--- src/rtl/cbrt_ctrl.sv ---
// cbrt_ctrl: upstream sequencer around an owned iterative cube-root core.
// Accepts an 8-bit operand, restarts the core, waits for busy to fall (with
// watchdog) and hands the 3-bit result downstream over valid/ready.
// Optional macro CBRT_CTRL_EXACT_EN adds out_exact_o (result cubed == operand).
module cbrt_ctrl #(
  parameter int unsigned TIMEOUT_CYCLES = 255
) (
  input  logic       clk_i,
  input  logic       rst_i,
  input  logic       in_valid_i,
  output logic       in_ready_o,
  input  logic [7:0] in_data_bi,
  output logic       out_valid_o,
  input  logic       out_ready_i,
  output logic [2:0] out_data_bo,
  output logic       err_o,
`ifdef CBRT_CTRL_EXACT_EN
  output logic       out_exact_o,
`endif
  output logic [7:0] done_cnt_bo
);

  localparam logic [2:0] ST_INIT  = 3'd0;
  localparam logic [2:0] ST_IDLE  = 3'd1;
  localparam logic [2:0] ST_START = 3'd2;
  localparam logic [2:0] ST_WAIT  = 3'd3;
  localparam logic [2:0] ST_OUT   = 3'd4;

  localparam logic [7:0] TimeoutVal = 8'(TIMEOUT_CYCLES);

  logic [2:0] r_state;
  logic [7:0] r_operand;
  logic [7:0] r_wd;
  logic [2:0] r_out_data;
  logic       r_out_valid;
  logic       r_err;
  logic [7:0] r_done_cnt;

  logic       w_start_pulse;
  logic [7:0] w_wd_inc;
  logic       w_wd_hit;

  // ---------------------------------------------------------------------------
  // Cube-root core: one 3-bit digit group per cycle, leading zero groups skipped,
  // so small operands finish sooner than large ones.
  // ---------------------------------------------------------------------------
  logic        w_core_rst;
  logic        w_core_busy;
  logic [7:0]  r_core_x;
  logic [2:0]  r_core_y;
  logic [1:0]  r_core_grp;
  logic        r_core_busy;
  logic [1:0]  w_init_grp;
  logic [2:0]  w_y2;
  logic [7:0]  w_y2e;
  logic [7:0]  w_b_base;
  logic [15:0] w_b;
  logic        w_ge;

  assign w_core_rst  = rst_i | w_start_pulse;
  assign w_core_busy = w_core_rst | r_core_busy;
  assign w_init_grp  = (|r_operand[7:6]) ? 2'd2 : ((|r_operand[5:3]) ? 2'd1 : 2'd0);
  assign w_y2        = {r_core_y[1:0], 1'b0};
  assign w_y2e       = {5'b0, w_y2};
  assign w_b_base    = 8'd3 * w_y2e * (w_y2e + 8'd1) + 8'd1;
  assign w_ge        = {8'b0, r_core_x} >= w_b;

  // Trial subtrahend (3y(y+1)+1) aligned to the current digit group.
  always_comb begin
    w_b = {8'b0, w_b_base};
    case (r_core_grp)
      2'd1:    w_b = {8'b0, w_b_base} << 3;
      2'd2:    w_b = {8'b0, w_b_base} << 6;
      default: w_b = {8'b0, w_b_base};
    endcase
  end

  // Core datapath: load on rst, then one restoring step per busy cycle.
  always_ff @(posedge clk_i) begin
    if (w_core_rst) begin
      r_core_x    <= r_operand;
      r_core_y    <= 3'd0;
      r_core_grp  <= w_init_grp;
      r_core_busy <= 1'b1;
    end else if (r_core_busy) begin
      if (w_ge) r_core_x <= r_core_x - w_b[7:0];
      r_core_y <= w_y2 | {2'b0, w_ge};
      if (r_core_grp == 2'd0) r_core_busy <= 1'b0;
      else                    r_core_grp  <= r_core_grp - 2'd1;
    end
  end

  // ---------------------------------------------------------------------------
  // Sequencer
  // ---------------------------------------------------------------------------
  assign w_start_pulse = (r_state == ST_START);
  assign w_wd_inc      = r_wd + 8'd1;
  assign w_wd_hit      = (w_wd_inc == TimeoutVal);

  // Control FSM, watchdog, result register, error flag and completion counter.
  always_ff @(posedge clk_i) begin
    if (rst_i) begin
      r_state     <= ST_INIT;
      r_operand   <= 8'd0;
      r_wd        <= 8'd0;
      r_out_data  <= 3'd0;
      r_out_valid <= 1'b0;
      r_err       <= 1'b0;
      r_done_cnt  <= 8'd0;
    end else begin
      case (r_state)
        ST_INIT: begin
          if (!w_core_busy) begin
            r_state <= ST_IDLE;
          end else if (w_wd_hit) begin
            // Core never settled after reset; flag it but stay usable.
            r_err   <= 1'b1;
            r_state <= ST_IDLE;
          end else begin
            r_wd <= w_wd_inc;
          end
        end
        ST_IDLE: begin
          if (in_valid_i) begin
            r_operand <= in_data_bi;
            r_state   <= ST_START;
          end
        end
        ST_START: begin
          r_wd    <= 8'd0;
          r_state <= ST_WAIT;
        end
        ST_WAIT: begin
          if (!w_core_busy) begin
            r_out_data  <= r_core_y;
            r_out_valid <= 1'b1;
            r_state     <= ST_OUT;
          end else if (w_wd_hit) begin
            r_out_data  <= 3'd0;
            r_err       <= 1'b1;
            r_out_valid <= 1'b1;
            r_state     <= ST_OUT;
          end else begin
            r_wd <= w_wd_inc;
          end
        end
        ST_OUT: begin
          if (out_ready_i) begin
            r_out_valid <= 1'b0;
            r_done_cnt  <= r_done_cnt + 8'd1;
            r_state     <= ST_IDLE;
          end
        end
        default: r_state <= ST_INIT;
      endcase
    end
  end

`ifdef CBRT_CTRL_EXACT_EN
  logic [8:0] w_y9;
  logic [8:0] w_cube;
  logic       r_exact;

  assign w_y9   = {6'b0, r_core_y};
  assign w_cube = w_y9 * w_y9 * w_y9;

  // Exactness flag captured alongside the result; a timeout is never exact.
  always_ff @(posedge clk_i) begin
    if (rst_i) begin
      r_exact <= 1'b0;
    end else if (r_state == ST_WAIT) begin
      if (!w_core_busy)  r_exact <= (w_cube == {1'b0, r_operand});
      else if (w_wd_hit) r_exact <= 1'b0;
    end else if (r_state == ST_OUT && out_ready_i) begin
      r_exact <= 1'b0;
    end
  end

  assign out_exact_o = r_exact;
`endif

  assign in_ready_o  = (r_state == ST_IDLE);
  assign out_valid_o = r_out_valid;
  assign out_data_bo = r_out_data;
  assign err_o       = r_err;
  assign done_cnt_bo = r_done_cnt;

endmodule

--- config.mk ---
export PLATFORM = sky130hd
export DESIGN_NAME = cbrt_ctrl
export DESIGN_NICKNAME = d
export VERILOG_FILES = /design/src/rtl/cbrt_ctrl.sv
export SDC_FILE = /design/constraint.sdc
export NUM_CORES = 1
export LEC_CHECK = 0
export ABC_AREA = 1
export CAP_MARGIN = 25
export CORE_MARGIN = 2
export CORE_UTILIZATION = 54
export CTS_BUF_LIST = sky130_fd_sc_hd__clkbuf_4 sky130_fd_sc_hd__clkbuf_8
export DETAILED_ROUTE_END_ITERATION = 6
export PLACE_DENSITY = 0.85
export REMOVE_ABC_BUFFERS = 1
export SYNTH_ARGS = -nofsm -noshare
export SYNTH_HDL_FRONTEND = slang
export SYNTH_SLANG_ARGS = --single-unit
--- constraint.sdc ---
create_clock -name clk_i -period 3.5 [get_ports clk_i]
set_input_delay 1.05 -clock clk_i [delete_from_list [all_inputs] [get_ports clk_i]]
set_output_delay 1.05 -clock clk_i [all_outputs]
set_load 0.1 [all_outputs]
== Word level (Yosys, flattened, before mapping) ==
Index checks and enable logic that the tools add are counted.

* Register bits after elaboration: 46
* Latch bits: 0
* Memory bits (writable): 0
* Bits in read-only memories: 0
* Word-level logic and storage cells: 83
* Memories: 0

* Add/subtract/negate cells: 6
* Multipliers: 2
* Div/mod/pow operators: 0
* $lt $le $gt $ge: 1
* Equal/unequal tests: 15
* Shift operators: 0
* Muxes and demuxes: 27
* Bitwise operators: 3
* Reductions and logical operators: 18

{| class="wikitable"
|+ Operators with widths
! operator !! number
|-
| $mux W8 || 5
|-
| $pmux W14 S2 || 1
|-
| $add A8 B1 Y8 const B || 3
|-
| $mux W3 || 8
|-
| $ge A8 B16 Y1 || 1
|-
| $pmux W8 S2 || 1
|-
| $pmux W3 S5 || 1
|-
| $ne A2 B2 Y1 const B || 5
|-
| $reduce_and A2 Y1 || 5
|-
| $reduce_and A3 Y1 || 3
|-
| $eq A8 B8 Y1 const B || 1
|-
| $mux W2 || 4
|-
| $reduce_bool A2 Y1 || 4
|-
| $sub A8 B8 Y8 || 1
|-
| $mul A4 B4 Y7 || 1
|-
| $eq A3 B2 Y1 const B || 2
|-
| $mux W1 || 6
|-
| $ne A3 B3 Y1 const B || 2
|-
| $add A3 B1 Y4 const B || 1
|-
| $mul A2 B2 Y4 const A || 1
|-
| $reduce_and A4 Y1 || 1
|-
| $reduce_or A2 Y1 || 2
|-
| $eq A3 B1 Y1 const B || 1
|-
| $eq A3 B3 Y1 const B || 1
|-
| other kinds (10) || 11
|}

== Logic depth before layout (Yosys ltp) ==
* Word-level depth: 8
* Gate-level depth with buffers: 21
* Gate-level depth less buffers: 21

== Worst setup path after synthesis ==
Ideal clock, no wire load.

* Kind: register to register
* Start point: register r_core_y[0]
* End point: register r_core_x[0] (enable)
* Setup time: 0.329 ns
* Arrival: 3.013 ns
* Path slack: 0.158 ns
* Cell stages (with the launch flop): 20
* Clock period less this slack: 3.342 ns
* Cell sequence: dfxtp_1 -> inv_1 -> ha_1 -> ha_1 -> ha_1 -> ha_1 -> xnor2_1 -> nor2_1 -> a21oi_1 -> ha_1 -> nand2_1 -> inv_1 -> nand2_1 -> nand2_1 -> nand2_1 -> nand2_1 -> nand2_1 -> nand2_1 -> nand3_1 -> nand2_1

* Word-level cells in the longest chain between the ends: 7

{| class="wikitable"
|+ RTL lines
! what !! RTL line !! source
|-
| start, declared || 50 || <nowiki>logic [2:0] r_core_y;</nowiki>
|-
| start signal, assigned || 87 || <nowiki>r_core_y <= w_y2 | {2'b0, w_ge};</nowiki>
|-
| $mul A2 B2 Y4 / $add A3 B1 Y4 (equally long branches) || 65 || <nowiki>assign w_b_base = 8'd3 * w_y2e * (w_y2e + 8'd1) + 8'd1;</nowiki>
|-
| $mul A4 B4 Y7 (*) || 65 ||
|-
| $add A8 B1 Y8 (*) || 65 ||
|-
| $pmux W14 S2 (*) || 71 || <nowiki>case (r_core_grp)</nowiki>
|-
| $ge A8 B16 Y1 (*) || 66 || <nowiki>assign w_ge = {8'b0, r_core_x} >= w_b;</nowiki>
|-
| $reduce_bool A2 Y1 (no line) (*) || -- ||
|-
| $reduce_and A2 Y1 (no line) (*) || -- ||
|-
| end signal, assigned || 81 || <nowiki>r_core_x <= r_operand;</nowiki>
|-
| end signal, assigned || 86 || <nowiki>if (w_ge) r_core_x <= r_core_x - w_b[7:0];</nowiki>
|-
| end, declared || 49 || <nowiki>logic [7:0] r_core_x;</nowiki>
|}

Every way passes the cells marked *; elsewhere a longest branch is shown, timed or not.
A chain may end at the register's enable or synchronous reset.

== Final worst setup path ==
* Start point: register r_core_y[0]
* End point: register r_core_x[2] (enable)

Same word-level chain as after synthesis.

==> out/metrics.yaml <==
status: "finished clean"
worst_skew_pair.late_latency_ns: 0.30
antenna_found_initial: 0
ys_dominant_reg_cell: "sky130_fd_sc_hd__dfxtp_1"
start_kind: "register"
power.share.sequential_pct: 29.2
core_area_um2: 5170
critical_path.max_fanout: 9
grt.total_usage_pct: 21.2
p_int_mw: 1.44
die_height_um: 77.4
tritoncts_num_sinks: 46
synth.distinct_cells: 37
placement.setup.worst_slack_ns: 0.0991
finalCriticalPeriod_ns: 3.34
finalHoldViolations: 0
placement.io_buffers: 25
timing_worst_slew_pin_value_ns: 0.381
tritoncts: "done"
drv_cap: 0
core.rowCount: 26
netlist_area_um2: 2910
slew-limit-headroom_pct: 74.5
route.vias.total: 2570
post_cts_resize_count: 0
final-seq-area_um2: 1020
drt_first_pass_iters: 5
timing_max_transition_violations_final: 0
number_of_warnings_issued_by_yosys: 0
ctsHoldBuffers: 0
leakage_nw: 1.53
power.share.switching_pct: 46.2
critical_path_data_required_time_ns: 3.51
io_pins: 26
cp-end-kind: "register"
cts_setup_buffers: 0
synth-seq-cells: 46
globalplace.congestion: 0.946
vdd_drop_max_mv: 0.458
areaGrowthSynthToFinish_pct: 14.4
fraction_of_the_core_area_covered_by_cells_at_the_end_of_the_flow_pct: 64.4
achievable-frequency_mhz: 300
worst_setup_hold_path_clk_slew_ns: 0.08
die-area_um2: 6000
synth_top_cell_area_share_pct: 24.7
wl_per_cell_um: 12.4
chipWidth_um: 77.4
nFillCells: 423
drt-total-wl_um: 6020
clockPowerShare_pct: 13.3
place.detailed.hpwl_um: 4450
ant_nets: 0
final_cell_mix: "sky130_fd_sc_hd__nand2_1, sky130_fd_sc_hd__inv_1, sky130_fd_sc_hd__nor2_1"
htree_num_levels: 2
post_synth_inst_count: 386
antennaDiodeCount: 0
grt_first_pass_wirelength_um: 10500
fin_crit_sh_pct: 95.4
layout.cells.non_filler: 486
timing.hold.worst.class: "reg2reg"
post-synth-top-area-cell: "sky130_fd_sc_hd__dfxtp_1"
number_of_buffers_created_by_cts: 5
numPlacedInstances: 478
synth-edff-count: 10
critical_path_arrival_ns: 3.35
postSynthAreaPerCell_um2: 7.55
final_common_cell: "sky130_fd_sc_hd__nand2_1"
post_synth_main_area_contributors: "sky130_fd_sc_hd__dfxtp_1, sky130_fd_sc_hd__ha_1, sky130_fd_sc_hd__edfxtp_1, sky130_fd_sc_hd__nand2_1, sky130_fd_sc_hd__inv_1"
drive_above_1_share_pct: 15.9
grt_start_max_net_pins: 19
initial_core_util_pct: 56.3
multi_input_area_um2: 1680
nets: 456
synth.yosys.seq_area_share_pct: 35.1
overflow: 0
switchingPower_mw: 1.24
detail_route.vias_per_cell: 5.29
post-route-drc-count: 0
first_global_vias: 2499
setup_viol: 0
finalClockSkew_ns: 0.00783
critical_path_class: "reg2reg"
ys_async_sr_fraction_pct: 0
initialDrtViolationCount: 144
clockBufferDepth: 2
p_comb_share_pct: 57.5
final_critical_path_setup_slack_ns: 0.162
clockRootBuffer: "sky130_fd_sc_hd__clkbuf_8"
power.density_cell_area_nw_per_um2: 803
## routing by layer
metal  part of all wire [%]  wire length [µm]  global-route usage (%)
met5                      0                 0                       0
met4                    2.4               145                    8.39
met3                    3.2               191                    2.91
met2                     49              2960                    37.7
met1                     45              2720                    25.9
## final cells by class
cell class | instances | share of cell area, %
clock inverter | 1 | 0.263
multi-input combinational | 284 | 50.5
tap | 70 | 2.63
clock buffer | 7 | 2.89
inverter | 48 | 5.44
timing repair buffer | 30 | 7.58
sequential | 46 | 30.7
## power groups by stage
stage | Combinational, mW | Clock, mW | Sequential, mW
finish | 1.54 | 0.356 | 0.783
global route | 1.74 | 0.385 | 0.796
CTS | 1.48 | 0.362 | 0.780
detailed placement | 1.45 | 0 | 0.792
global placement | 1.41 | 0 | 0.783
floorplan | 1.12 | 0 | 0.778
## kinds of logic (layout without fill, tap and decap cells)
| kind of cell | count (synthesis) | after routing | synth area share (%) |
|---|---|---|---|
| AO/OA/AOI/OAI | 68 | 68 | 13.5 |
| XOR/XNOR | 6 | 6 | 1.80 |
| adder cells (fa/ha/maj) | 29 | 29 | 12.7 |
| buffers and inverters | 56 | 86 | 8.12 |
| flip-flops | 46 | 46 | 35.1 |
| AND/OR/NAND/NOR | 181 | 181 | 28.8 |
## worst max-delay path: stages, from the launching register on
cell                      delay (ns)
sky130_fd_sc_hd__dfxtp_2        0.34
sky130_fd_sc_hd__buf_4          0.16
sky130_fd_sc_hd__ha_2           0.19
sky130_fd_sc_hd__ha_1           0.28
sky130_fd_sc_hd__nand2_1        0.06
sky130_fd_sc_hd__inv_1          0.04
sky130_fd_sc_hd__ha_1           0.27
sky130_fd_sc_hd__a21o_1         0.22
sky130_fd_sc_hd__xnor2_2        0.15
sky130_fd_sc_hd__nor2_1         0.11
sky130_fd_sc_hd__a21oi_1        0.06
sky130_fd_sc_hd__ha_2           0.38
sky130_fd_sc_hd__nand2_1        0.07
sky130_fd_sc_hd__inv_1          0.05
sky130_fd_sc_hd__nand2_1        0.06
sky130_fd_sc_hd__nand2_2        0.08
sky130_fd_sc_hd__nand2_1        0.07
sky130_fd_sc_hd__nand2_1        0.08
sky130_fd_sc_hd__nand2_1        0.07
sky130_fd_sc_hd__nand2_1        0.09
sky130_fd_sc_hd__nand3_2        0.09
sky130_fd_sc_hd__nand2_4        0.14
## stage by stage
stage	cell area (µm²)	power (mW)	TNS (ns)	hold slack (ns)
after global routing	3330	2.92	-0.264	0.496
after global placement	3200	2.19	0	0.458
after CTS	3300	2.62	0	0.468
after floorplan	2860	1.90	0	0.429
final	3330	2.68	0	0.466
after detailed placement	3200	2.24	0	0.453
## synthesized netlist by cell type, types with 3 or more instances
cell	n
sky130_fd_sc_hd__nand2_1	75
sky130_fd_sc_hd__inv_1	44
sky130_fd_sc_hd__nor2_1	42
sky130_fd_sc_hd__dfxtp_1	36
sky130_fd_sc_hd__ha_1	28
sky130_fd_sc_hd__nand3_1	25
sky130_fd_sc_hd__a21oi_1	24
sky130_fd_sc_hd__o21ai_0	22
sky130_fd_sc_hd__edfxtp_1	10
sky130_fd_sc_hd__nand2_2	10
sky130_fd_sc_hd__nand4_1	8
sky130_fd_sc_hd__a21oi_2	7
sky130_fd_sc_hd__o21ai_1	6
sky130_fd_sc_hd__nand3b_1	5
sky130_fd_sc_hd__nor3_1	5
sky130_fd_sc_hd__buf_6	3
sky130_fd_sc_hd__clkbuf_1	3
sky130_fd_sc_hd__nand3_2	3
sky130_fd_sc_hd__o22ai_1	3
sky130_fd_sc_hd__xnor2_1	3
sky130_fd_sc_hd__xor2_1	3
## state kept, by name (all words and copies together) (netlist names)
signal	count
out_valid_o	1
r_core_busy	1
out_data_bo	3
r_wd	8
done_cnt_bo	8
r_state	3
err_o	1
r_core_y	3
r_core_grp	2
r_core_x	8
r_operand	8
## path summary, 6_finish.rpt
kind / from / endpoint / slack, ns / cells past startpoint
setup / recovery: r_core_y[0] / r_core_x[2] / 0.16 / 21
hold / removal: out_data_bo[2] / out_data_bo[2] / 0.47 / 2
setup reg to reg: r_core_y[0] / r_core_x[2] / 0.16 / 21
hold reg to reg: out_data_bo[2] / out_data_bo[2] / 0.47 / 2
No activity file was read; power rests on OpenSTA's default activity.
